[config.mk]
export PLATFORM = sky130hd
export DESIGN_NAME = branch_redirect_ctrl
export DESIGN_NICKNAME = d
export VERILOG_FILES = /design/src/rtl/branch_redirect_ctrl_pkg.sv /design/src/rtl/branch_redirect_ctrl.sv
export SDC_FILE = /design/constraint.sdc
export NUM_CORES = 1
export LEC_CHECK = 0
export BUFFER_PORTS_ARGS = -buffer_cell sky130_fd_sc_hd__buf_2
export CAP_MARGIN = 20
export CORE_MARGIN = 1.5
export CORE_UTILIZATION = 40
export DETAILED_ROUTE_END_ITERATION = 7
export PLACE_DENSITY = 0.68
export SYNTH_ARGS = -nofsm -noshare
export SYNTH_HDL_FRONTEND = slang
export SYNTH_SLANG_ARGS = --single-unit
[constraint.sdc]
create_clock -name clk -period 2.26 [get_ports clk]
set_input_delay 0.339 -clock clk [delete_from_list [all_inputs] [get_ports clk]]
set_output_delay 0.339 -clock clk [all_outputs]
set_load 0.02 [all_outputs]
[src/rtl/branch_redirect_ctrl_pkg.sv]
// Shared types for the redirect path: decoded operation encoding and redirect FSM states.
package branch_redirect_ctrl_pkg;

    typedef enum logic [4:0] {
        OP_NOP   = 5'd0,
        OP_ALU   = 5'd1,
        OP_LOAD  = 5'd2,
        OP_STORE = 5'd3,
        OP_BEQ   = 5'd4,
        OP_BNE   = 5'd5,
        OP_BLT   = 5'd6,
        OP_BGE   = 5'd7,
        OP_BLTU  = 5'd8,
        OP_BGEU  = 5'd9,
        OP_JAL   = 5'd10,
        OP_JALR  = 5'd11
    } operation_t;

    typedef enum logic [1:0] {
        IDLE     = 2'd0,
        REDIRECT = 2'd1,
        DRAIN    = 2'd2
    } redir_state_t;

    function automatic logic is_jalr(input logic [4:0] op);
        return op == OP_JALR;
    endfunction

endpackage

[src/rtl/branch_redirect_ctrl.sv]
// Redirect sequencer behind execute: captures taken targets, requests fetch redirect, squashes the wrong path.
// redir_valid rises one cycle after the triggering transfer and holds (with redir_pc) until redir_ready.
module branch_redirect_ctrl
    import branch_redirect_ctrl_pkg::*;
#(
    parameter int unsigned FLUSH_DEPTH = 2,
    parameter int unsigned XLEN        = 32
) (
    input  logic            clk,
    input  logic            rstf,
    input  logic            ex_valid,
    input  logic            ex_ready,
    input  logic            ex_branch_taken,
    input  logic [4:0]      ex_op,
    input  logic [XLEN-1:0] ex_target,
    output logic            redir_valid,
    input  logic            redir_ready,
    output logic [XLEN-1:0] redir_pc,
    output logic            kill,
    output logic            ex_kill,
    output logic            misalign_err,
    output logic [31:0]     perf_redirects
);

    localparam int unsigned CW = (FLUSH_DEPTH > 1) ? $clog2(FLUSH_DEPTH) : 1;
    localparam logic [CW-1:0] CNT_INIT = CW'((FLUSH_DEPTH == 0) ? 0 : FLUSH_DEPTH - 1);

    redir_state_t    state_q, state_d;
    logic [CW-1:0]   cnt_q, cnt_d;
    logic [XLEN-1:0] pc_q, pc_d;
    logic            err_q, err_d;
    logic [31:0]     perf_q, perf_d;

    logic [XLEN-1:0] tgt;
    logic            trigger;
    logic            misaligned;
    logic            accept;

    always_comb begin
        tgt = ex_target;
        if (is_jalr(ex_op)) tgt[0] = 1'b0;
    end

    // ex_kill is already zero in IDLE, so only a right-path instruction can trigger
    assign trigger    = ex_valid & ex_ready & ex_branch_taken & ~ex_kill & (state_q == IDLE);
    assign misaligned = tgt[1];
    assign accept     = (state_q == REDIRECT) & redir_ready;

    always_ff @(posedge clk or negedge rstf) begin
        if (!rstf) begin
            state_q <= IDLE;
            cnt_q   <= '0;
            pc_q    <= '0;
            err_q   <= 1'b0;
            perf_q  <= '0;
        end else begin
            state_q <= state_d;
            cnt_q   <= cnt_d;
            pc_q    <= pc_d;
            err_q   <= err_d;
            perf_q  <= perf_d;
        end
    end

    always_comb begin
        state_d = state_q;
        unique case (state_q)
            IDLE:     if (trigger && !misaligned) state_d = REDIRECT;
            REDIRECT: if (redir_ready) state_d = (FLUSH_DEPTH == 0) ? IDLE : DRAIN;
            DRAIN:    if (cnt_q == '0) state_d = IDLE;
            default:  state_d = IDLE;
        endcase
    end

    always_comb begin
        cnt_d  = cnt_q;
        pc_d   = pc_q;
        perf_d = perf_q;
        err_d  = trigger & misaligned;
        if (accept) begin
            cnt_d  = CNT_INIT;
            perf_d = perf_q + 32'd1;
        end else if (state_q == DRAIN && cnt_q != '0) begin
            cnt_d = cnt_q - CW'(1);
        end
        if (trigger && !misaligned) pc_d = tgt;
    end

    always_comb begin
        redir_valid = (state_q == REDIRECT);
        kill        = (state_q != IDLE);
        ex_kill     = ex_valid & (state_q != IDLE);
    end

    assign redir_pc       = pc_q;
    assign misalign_err   = err_q;
    assign perf_redirects = perf_q;

endmodule
# Word level (Yosys, flattened, before mapping)
# Cells that the tools add are included.
[word_totals]
regBits = 68
in_bits = 43
output_inout_bits = 68
elab_cells = 35
[op_classes]
add_sub_neg = 2
eq_ne = 6
n_mux = 7
n_bitwise = 8
reduce_logical = 7
[op_table]
columns = ["operator", "count"]
rows = [
  ["32-bit by 1-bit adder with 32-bit output, second input constant", 1],
  ["1-bit bitwise AND", 7],
  ["2-bit two-way mux", 3],
  ["2-bit case mux with 3 select lines", 1],
  ["5-bit by 4-bit equality test with 1-bit output, second input constant", 1],
  ["2-bit by 1-bit != test with 1-bit output, second input constant", 2],
  ["2-bit nonzero test", 2],
  ["1-bit two-way mux", 3],
  ["3-bit AND reduction", 1],
  ["2-bit by 1-bit equality test with 1-bit output, second input constant", 1],
  ["2-bit equality test, second input constant", 1],
  ["1-bit logical AND", 2],
  ["2-bit logical NOT", 1],
  ["2-bit != test, second input constant", 1],
  ["1-bit logical NOT", 1],
  ["1-bit NOT", 1],
  ["1-bit subtractor, second input constant", 1],
]

# Longest topological paths before layout
# Gate-level depths: netlist of the first run.
[logic_depth]
word_depth = 8
ltp_mapped = 6
ltp_nobuf = 5

# Worst setup path after synthesis of the first run
# Ideal clock, no wire load.
[synth_path]
path_kind = "register to register"
start = "reg perf_q[8], in the netlist perf_redirects[8]"
end = "reg perf_q[30], in the netlist perf_redirects[30]"
setup_ns = 0.080
arrival_ns = 1.672
required_ns = 2.180
setup_slack_ns = 0.508
stages_incl_launch_ff = 5
path_buffers = 0
period_less_slack_ns = 1.752
path_cell_list = "dfrtp_1 > nand3_2 > or4_4 > nor4b_4 > xor2_1"
[synth_between]
elab_chain_cells = 1
[synth_lines]
columns = ["element", "line", "source"]
rows = [
  ["start: declaration", "branch_redirect_ctrl.sv:32", "logic [31:0] perf_q, perf_d;"],
  ["start signal: assignment", "branch_redirect_ctrl.sv:61", "perf_q <= perf_d;"],
  ["32-bit by 1-bit adder with 32-bit output", "branch_redirect_ctrl.sv:82", "perf_d = perf_q + 32'd1;"],
]
# Every way passes these cells.
# A chain may end at the register's enable or synchronous reset.

# Worst setup path after layout of the first run
[layout_path]
start = "reg perf_q[17], in the netlist perf_redirects[17]"
end = "reg perf_q[30], in the netlist perf_redirects[30]"
# Same word-level chain as after synthesis.

==> results by group, run 1 <==
Placement
  • Dpl cell area: 3578 um2
  • Placed cell count: 428
  • I/O Buffers: 110
  • Dpl ws: 543.0 ps
  • GP Congestion: 0.7842
  • Hpwl dp: 4414 um

Floorplan
  • Die W: 87.69 um
  • Core area: 6869 um2
  • IO Pins: 111
  • Initial Utilization: 41.77%
  • Die H: 87.69 um
  • Die ar.: 7690 um2
  • Cell Rows: 30

STA
  • Total negative slack: 0 ps
  • Slew @ Worst Pin: 492.2 ps
  • RSZ-0062 raised after global routing: no
  • Clock Skew: 3.965 ps
  • Crit share post-route: 76.68%
  • Slew Viols, Final: 0
  • Rel. slew slack: 66.89%
  • Hold WS: 3.824 ps
  • Final WS setup: 527.0 ps
  • Final min period: 1733 ps
  • Max Clk Rate: 577.0 MHz
  • Final hold viol count: 0
  • Final setup viols: 0

Run status
  • Status: finished, final reports clean

Logic synthesis
  • Register bit total from synthesis: 68
  • Ys Warns: 0
  • Most frequent cell after synthesis: dfrtp_1
  • Netlist cell types: 31
  • Post-Syn Area: 2869 um2
  • EDFF count, synth: 0
  • Synth top cells by count: dfrtp_1 (68), mux2_2 (31), xnor2_1 (21), nand2_1 (15), nand4_1 (12)
  • Synth async-reset ratio: 100.0%
  • Post-synth top area share: 59.31%
  • Ys flop type: dfrtp_1
  • Seq/Total Area, Yosys: 59.31%
  • Area contributors post-synth: dfrtp_1 (59%), mux2_2 (12%), xnor2_1 (6.4%)
  • Syn Area/Cell: 13.04 um2
  • Synthesized instance count: 220
  • Cell taking the most area after synthesis: dfrtp_1
  • Mapped Nets: 264

Clocking
  • TritonCTS clock tree: built
  • CTS Hold Bufs: 0
  • Post-CTS Setup Bufs: 0
  • Clock insertion delay at the later pin of the skew report: 340 ps
  • Root Driver: clkbuf_8
  • TritonCTS Buffers: 9
  • Clock transition at the registers of the reported paths: 70 ps
  • Resized cells post-CTS: 0
  • CTS sink cnt: 68
  • CTS max path bufs: 2
  • Htree depth: 3

Power
  • Sw frac: 31.03%
  • Peak supply drop: 0.0004945 V
  • Clock power frac: 30.2%
  • Overall power: 3.391 mW
  • Sw power: 1.052 mW
  • Comb power frac: 24.2%
  • P_leak: 1.950 nW
  • Pwr Density: 894.8 nW/um2
  • Sequential power share: 45.6%
  • Int Power: 2.339 mW

Critical path
  • Crit end category: register
  • Critical path fanouts, max: 5
  • Slowest CP cell: or4_4
  • Critical Path Start Type: register
  • WP depth: 4
  • Crit Path Category: register to register
  • Worst-case reg-to-reg path depth: 4
  • Arr. time, crit path: 2000 ps
  • Worst r2r src: perf_redirects[17]
  • RR Endpoint: perf_redirects[30]
  • Critical Path RT: 2520 ps
  • Crit path cell chain: nand3_1 > or4_4 > nor4b_4 > xor2_1
  • Launch point of the critical path: perf_redirects[17]
  • R2R Setup Slk: 530 ps
  • CP top delay family: simple AND/OR/NAND/NOR gates
  • Buf/Inv on CP: 0
  • Max stage delay on crit path: 640 ps
  • Worst setup path endpoint: perf_redirects[30]

Worst hold path
  • HP Class: input port to async pin

Layout
  • Layout cells sized above 1: 49.14%
  • Final std cells w/o fill: 444
  • Area growth syn-to-layout: 32.10%
  • Final core occ: 55.17%
  • Nets: 387
  • Fill cell count: 628
  • Diodes inserted: 0
  • Post-route cell area: 3790 um2

Detailed routing
  • Final WL: 5894 um
  • Via/cell ratio: 4.712
  • Remaining DRCs: 0
  • Detail Route Antenna Nets: 0
  • Drt pass-1 iters: 4
  • Via count: 2,092
  • Wire per inst: 13.27 um
  • Iteration-0 DRC Markers: 98

Global routing
  • Number of antenna violations at the first check in global routing: 0
  • Vias in the first global route: 2,070
  • Largest net degree at the start of global routing: 69
  • GRT Total Usage: 16.17%
  • GRT overflow: 0
  • First-pass GRT wire length: 9522 um

Run
  • Max Cap Violations: 0
## worst min-delay path by stage
stage | startpoint | slack (ps) | to | depth (start not counted)
after detailed placement | rstf | 390 | redir_pc[9] | 2
after CTS | rstf | 10 | redir_pc[9] | 2
final | rstf | 4 | redir_pc[9] | 2
after global placement | rstf | 390 | redir_pc[9] | 2
after floorplan | rstf | 40 | cnt_q | 0
after global routing | rstf | 30 | redir_pc[8] | 2
## cell families after synthesis
kind of cell | count (synthesis) | share of synthesized area (%)
AO/OA/AOI/OAI | 4 | 0.6975
XOR/XNOR | 31 | 9.464
adder cells (fa/ha/maj) | 1 | 0.4360
flip-flops | 68 | 59.31
buffers and inverters | 10 | 1.439
multiplexers | 32 | 12.52
AND/OR/NAND/NOR | 74 | 16.14
## area by class of cell
| type | instances | area [um2] | share of cell area [%] |
|---|---|---|---|
| Inverter | 6 | 22.52 | 0.5943 |
| Multi-Input combinational cell | 142 | 1126 | 29.71 |
| Clock buffer | 11 | 151.4 | 3.995 |
| Clock inverter | 5 | 60.06 | 1.585 |
| Sequential cell | 68 | 1702 | 44.90 |
| Timing Repair Buffer | 116 | 608.1 | 16.04 |
| Tap cell | 96 | 120.1 | 3.169 |
## registers in the layout (all words and copies together), names as in the netlist
signal and cells:
cnt_q 1, redir_pc 32, misalign_err 1, state_q 2, perf_redirects 32
## power groups by stage
| stage | clock (mW) | sequential (mW) | combinational, mW |
|---|---|---|---|
| finish | 1.02 | 1.55 | 0.821 |
| global route | 1.12 | 1.58 | 0.896 |
| CTS | 1.06 | 1.55 | 0.836 |
| detailed placement | 0 | 1.57 | 0.835 |
| global placement | 0 | 1.55 | 0.823 |
| floorplan | 0 | 1.82 | 0.248 |
## per-layer routing
layer | global-route usage [%] | share of wire (%)
met2 | 26.43 | 49
met5 | 0 | 0
met1 | 20.16 | 44
met3 | 4.807 | 5.7
met4 | 6.494 | 1.3
## layout by cell type (no fill, tap or decap)
cell type   instances
and4_1              2
nor3_2              1
and3_1              2
nor4_1              5
mux2i_1             1
nor3b_2             1
nand3_1            10
nand4_1            12
nand4b_4            1
clkinv_2            1
nor2_1              7
inv_1               6
buf_2             110
mux2_2             31
nor3_1              5
and2_1              3
nand3b_1            1
a21oi_1             1
clkbuf_8           11
buf_12              1
nor2b_1             1
xnor2_1            21
dfrtp_1            68
clkinvlp_4          1
nand2_1            15
nand2b_1            2
nand3_2             1
o21ai_0             3
clkinv_4            2
buf_4               5
xor2_1             10
or4_4               2
nand4b_1            1
ha_1                1
nor4_2              1
bufinv_16           1
nor4b_4             1
## worst reg2reg max path, cell delays in order, from the launching register on
cell	delay [ps]
dfrtp_1	420
nand3_1	200
or4_4	640
nor4b_4	240
xor2_1	150
No activity file was read; power rests on OpenSTA's default activity.
==> run 2, diff against run 1 <==
--- a/config.mk
+++ b/config.mk
@@ -10,7 +10,7 @@
 export CORE_MARGIN = 1.5
 export CORE_UTILIZATION = 40
 export DETAILED_ROUTE_END_ITERATION = 7
-export PLACE_DENSITY = 0.68
+export PLACE_DENSITY = 0.7
 export SYNTH_ARGS = -nofsm -noshare
 export SYNTH_HDL_FRONTEND = slang
 export SYNTH_SLANG_ARGS = --single-unit
==> constraint.sdc (replaced) <==
create_clock -name clk -period 1.48 [get_ports clk]
set_input_delay 0.222 -clock clk [delete_from_list [all_inputs] [get_ports clk]]
set_output_delay 0.222 -clock clk [all_outputs]
set_load 0.02 [all_outputs]
==> run 2 against run 1 <==
The run now ends with setup timing left; combinational power grew 81%; largest power group unchanged; core utilization increased by 7.7 points; clock skew is 5.3 ps higher; final cell count up 11%; design area rose by 14%; worst setup slack got worse by 640 ps; highest routed layer unchanged; die area stayed put; largest cell class unchanged.
==> results by group, run 2 (same netlist as run 1, synthesis figures left out) <==
Floorplan
  • Die H: 87.69 um
  • IO Pins: 111
  • Core area: 6869 um2
  • Die ar.: 7690 um2
  • Die W: 87.69 um
  • Initial Utilization: 41.77%
  • Cell Rows: 30

Critical path
  • Crit Path Category: register to register
  • R2R Setup Slk: -120 ps
  • Critical Path Start Type: register
  • Crit end category: register
  • Critical path fanouts, max: 5
  • Arr. time, crit path: 1870 ps
  • Critical Path RT: 1760 ps

STA
  • Final hold viol count: 0
  • Rel. slew slack: 73.91%
  • Slew Viols, Final: 0
  • Hold WS: 97.60 ps
  • RSZ-0062 raised after global routing: yes
  • Crit share post-route: 107.9%
  • Clock Skew: 9.243 ps
  • Final WS setup: -116.7 ps
  • Final setup viols: 50
  • Slew @ Worst Pin: 387.8 ps
  • Max Clk Rate: 626.3 MHz
  • Final min period: 1597 ps

Detailed routing
  • Wire per inst: 13.27 um
  • Detail Route Antenna Nets: 0
  • Via/cell ratio: 4.663
  • Final WL: 6544 um
  • Remaining DRCs: 0
  • Via count: 2,299
  • Drt pass-1 iters: 4
  • Iteration-0 DRC Markers: 83

Placement
  • I/O Buffers: 110
  • Placed cell count: 473
  • Hpwl dp: 4850 um
  • GP Congestion: 0.7684
  • Dpl ws: -121.2 ps

Clocking
  • Clock insertion delay at the later pin of the skew report: 350 ps
  • Root Driver: clkbuf_8
  • TritonCTS clock tree: built
  • CTS max path bufs: 2
  • Clock transition at the registers of the reported paths: 80 ps
  • TritonCTS Buffers: 9
  • CTS sink cnt: 68
  • Htree depth: 3

Layout
  • Final std cells w/o fill: 493
  • Area growth syn-to-layout: 50.63%
  • Nets: 436
  • Layout cells sized above 1: 63.98%
  • Most common cell after layout, fill and taps aside: buf_2
  • Fill cell count: 565
  • Commonest cells after routing, fill and taps aside: buf_2 (108), buf_4 (50), dfrtp_1 (48)
  • Diodes inserted: 0

Worst hold path
  • HP Class: input port to register

Run status
  • Failing checks: setup timing
  • Status: finished, violations left

Power
  • Peak supply drop: 0.0007240 V
  • P_leak: 2.229 nW
  • Pwr Density: 1247 nW/um2
  • Overall power: 5.388 mW

Global routing
  • Number of antenna violations at the first check in global routing: 0
  • GRT Total Usage: 17.59%
  • Vias in the first global route: 2,201
  • Largest net degree at the start of global routing: 69
  • First-pass GRT wire length: 10,390 um
  • GRT overflow: 0

Run
  • Max Cap Violations: 0
run 2: final cells by class:
class	instances	area, um2	area share (%)
sequential	68	1727	39.95
multi-input combinational	142	1242	28.75
timing repair buffer	165	1011	23.39
clock buffer	9	123.9	2.866
tap	96	120.1	2.779
clock inverter	7	75.07	1.737
inverter	6	22.52	0.5211
run 2: worst max-delay path: stages, from the launching register on:
cell and delay, ps:
dfrtp_1 400, nand4b_4 180, or4_4 550, nor4b_4 240
xor2_1 150
run 2: final timing paths:
path / from / to / cells after the start
worst min register to register: perf_redirects[31] / perf_redirects[31] / 1
worst max-delay path: state_q[1] / perf_redirects[30] / 4
worst min-delay path: ex_target[14] / redir_pc[14] / 2
worst max register to register: state_q[1] / perf_redirects[30] / 4
min in group asynchronous: rstf / redir_pc[23] / 3
max in group asynchronous: rstf / state_q[0] / 3
run 2: layer usage:
layer | vias to the layer above | GRT usage, % | wire, um
met5 | - | 0 | 0
met4 | 0 | 7.792 | 128
met3 | 12 | 3.959 | 384
met2 | 68 | 29.16 | 3262
met1 | 1106 | 22.07 | 2768
li1 | 1113 | - | -
run 2: what timing repair did:
action / 4_1_cts / 5_1_grt
gates cloned: 0 / 0
setup buffers: 0 / 4
pin swaps: 1 / 2
gates resized for setup: 8 / 14
hold endpoints to repair: 68 / 0
setup endpoints to repair: 51 / 58
hold buffers: 1 / 0
run 2: power by group:
group	switching (mW)	internal (mW)	leakage [nW]	total (mW)
sequential	0.171	2.19	0.844	2.36
clock	0.752	0.789	0.104	1.54
combinational	0.832	0.655	1.28	1.49
total	1.76	3.63	2.23	5.39
run 2: stage by stage:
| step | setup TNS (ps) | instance area, um2 | util (%) |
|---|---|---|---|
| floorplan | -555.3 | 2960 | - |
| global placement | -2136 | 3991 | 58.11 |
| detailed placement | -2937 | 3991 | 58.11 |
| CTS | -3437 | 4243 | 61.77 |
| global route | -5540 | 4322 | 62.91 |
| finish | -1622 | 4322 | 62.91 |
==> run 3, diff against run 2 <==
--- a/config.mk
+++ b/config.mk
@@ -11,6 +11,7 @@
 export CORE_UTILIZATION = 40
 export DETAILED_ROUTE_END_ITERATION = 7
 export PLACE_DENSITY = 0.7
+export RECOVER_POWER = 25
 export SYNTH_ARGS = -nofsm -noshare
 export SYNTH_HDL_FRONTEND = slang
 export SYNTH_SLANG_ARGS = --single-unit
==> run 3 against run 2 <==
Clock power about the same; sequential share of layout area is 0.12 points higher; highest routed layer unchanged; routed wire length about the same; clock-buffer cell count unchanged; the flow still finishes with violations (setup timing).
==> results by group, run 3 (same netlist as run 1, synthesis figures left out) <==
Power
  • P_leak: 2.224 nW
  • Overall power: 5.383 mW
  • Peak supply drop: 0.0007240 V
  • Pwr Density: 1249 nW/um2

Placement
  • I/O Buffers: 110
  • Hpwl dp: 4850 um
  • GP Congestion: 0.7684
  • Dpl ws: -121.2 ps

Layout
  • Most common cell after layout, fill and taps aside: buf_2
  • Diodes inserted: 0
  • Layout cells sized above 1: 63.98%
  • Area growth syn-to-layout: 50.20%
  • Fill cell count: 567
  • Final core occ: 62.73%
  • Nets: 436
  • Commonest cells after routing, fill and taps aside: buf_2 (108), buf_4 (50), dfrtp_1 (48)

STA
  • RSZ-0062 raised after global routing: yes
  • Final WS setup: -116.7 ps
  • Slew @ Worst Pin: 917.1 ps
  • Clock Skew: 9.243 ps
  • Slew Viols, Final: 0
  • Crit share post-route: 107.9%
  • Max Clk Rate: 626.3 MHz
  • Final setup viols: 50
  • Rel. slew slack: 38.86%
  • Final hold viol count: 0
  • Final min period: 1597 ps
  • Hold WS: 97.63 ps

Floorplan
  • Die W: 87.69 um
  • IO Pins: 111
  • Die ar.: 7690 um2
  • Die H: 87.69 um
  • Initial Utilization: 41.77%
  • Core area: 6869 um2
  • Cell Rows: 30

Detailed routing
  • Remaining DRCs: 0
  • Drt pass-1 iters: 4
  • Via count: 2,299
  • Iteration-0 DRC Markers: 83
  • Via/cell ratio: 4.663
  • Detail Route Antenna Nets: 0
  • Final WL: 6542 um
  • Wire per inst: 13.27 um

Global routing
  • Vias in the first global route: 2,201
  • Largest net degree at the start of global routing: 69
  • GRT overflow: 0
  • GRT Total Usage: 17.59%
  • Number of antenna violations at the first check in global routing: 0
  • First-pass GRT wire length: 10,390 um

Critical path
  • Worst r2r src: state_q[1]
  • Max stage delay on crit path: 550 ps
  • Crit end category: register
  • Launch point of the critical path: state_q[1]
  • Critical Path Start Type: register
  • Critical Path RT: 1760 ps
  • Critical path fanouts, max: 5
  • Crit Path Category: register to register
  • Slowest CP cell: or4_4
  • CP top delay family: simple AND/OR/NAND/NOR gates
  • Crit path cell chain: nand4b_4 > or4_4 > nor4b_4 > xor2_1
  • Arr. time, crit path: 1870 ps
  • Buf/Inv on CP: 0

Clocking
  • Htree depth: 3
  • CTS max path bufs: 2
  • Root Driver: clkbuf_8
  • TritonCTS clock tree: built
  • CTS sink cnt: 68
  • Clock insertion delay at the later pin of the skew report: 350 ps
  • TritonCTS Buffers: 9
  • Clock transition at the registers of the reported paths: 80 ps

Worst hold path
  • HP Class: input port to register
  • Hold path start: ex_target[14]

Run status
  • Status: finished, violations left
  • Failing checks: setup timing

Run
  • Max Cap Violations: 0
-- run 3: cell count changes in the layout (fill, tap and decap cells not counted) --
cell      before  now
buf_12         2    1
clkbuf_4       0    1
-- run 3: layout make-up --
type / instances / area, um2 / area share, %
sequential: 68 / 1727 / 40.07
inverter: 6 / 22.52 / 0.5226
timing repair buffer: 165 / 998.5 / 23.17
clock inverter: 7 / 75.07 / 1.742
multi-input combinational: 142 / 1242 / 28.83
tap: 96 / 120.1 / 2.787
clock buffer: 9 / 123.9 / 2.875
-- run 3: worst paths after layout --
path / endpoint / slack, ps / cells past startpoint
max: perf_redirects[30] / -120 / 4
min: redir_pc[14] / 100 / 2
max reg2reg: perf_redirects[30] / -120 / 4
min reg2reg: perf_redirects[31] / 460 / 1
max in group asynchronous: state_q[0] / 160 / 3
min in group asynchronous: redir_pc[23] / 640 / 3
-- run 3: metrics by stage --
stage               setup TNS (ps)  cells  cell area [um2]
floorplan                   -555.3    220             2960
global placement             -2136    473             3991
detailed placement           -2937    473             3991
CTS                          -3437    490             4243
global route                 -7219    493             4309
finish                       -1622    493             4309
-- run 3: power breakdown --
group,switching [mW],internal (mW)
logic,0.831,0.651
registers,0.171,2.19
clock network,0.752,0.789
-- run 3: repair_timing --
item / 4_1_cts / 5_1_grt
resized for setup: 8 / 14
cloned: 0 / 0
buffers inserted: 0 / 4
hold endpoints to repair: 68 / 0
hold buffers: 1 / 0
pin swaps: 1 / 2
endpoints found under the setup margin: 51 / 58
-- run 3: worst reg2reg max path, delay by kind of cell (launching register included) --
family        cells  cell delay, ps
simple gates      3             980
xor+xnor          1             150
flops             1             400
-- run 3: metal layers --
metal / part of all wire [%] / vias up / track usage, %
met2: 50 / 68 / 29.16
met1: 42 / 1106 / 22.07
met3: 5.9 / 12 / 3.959
met5: 0 / - / 0
li1: - / 1113 / -
met4: 2.0 / 0 / 7.792
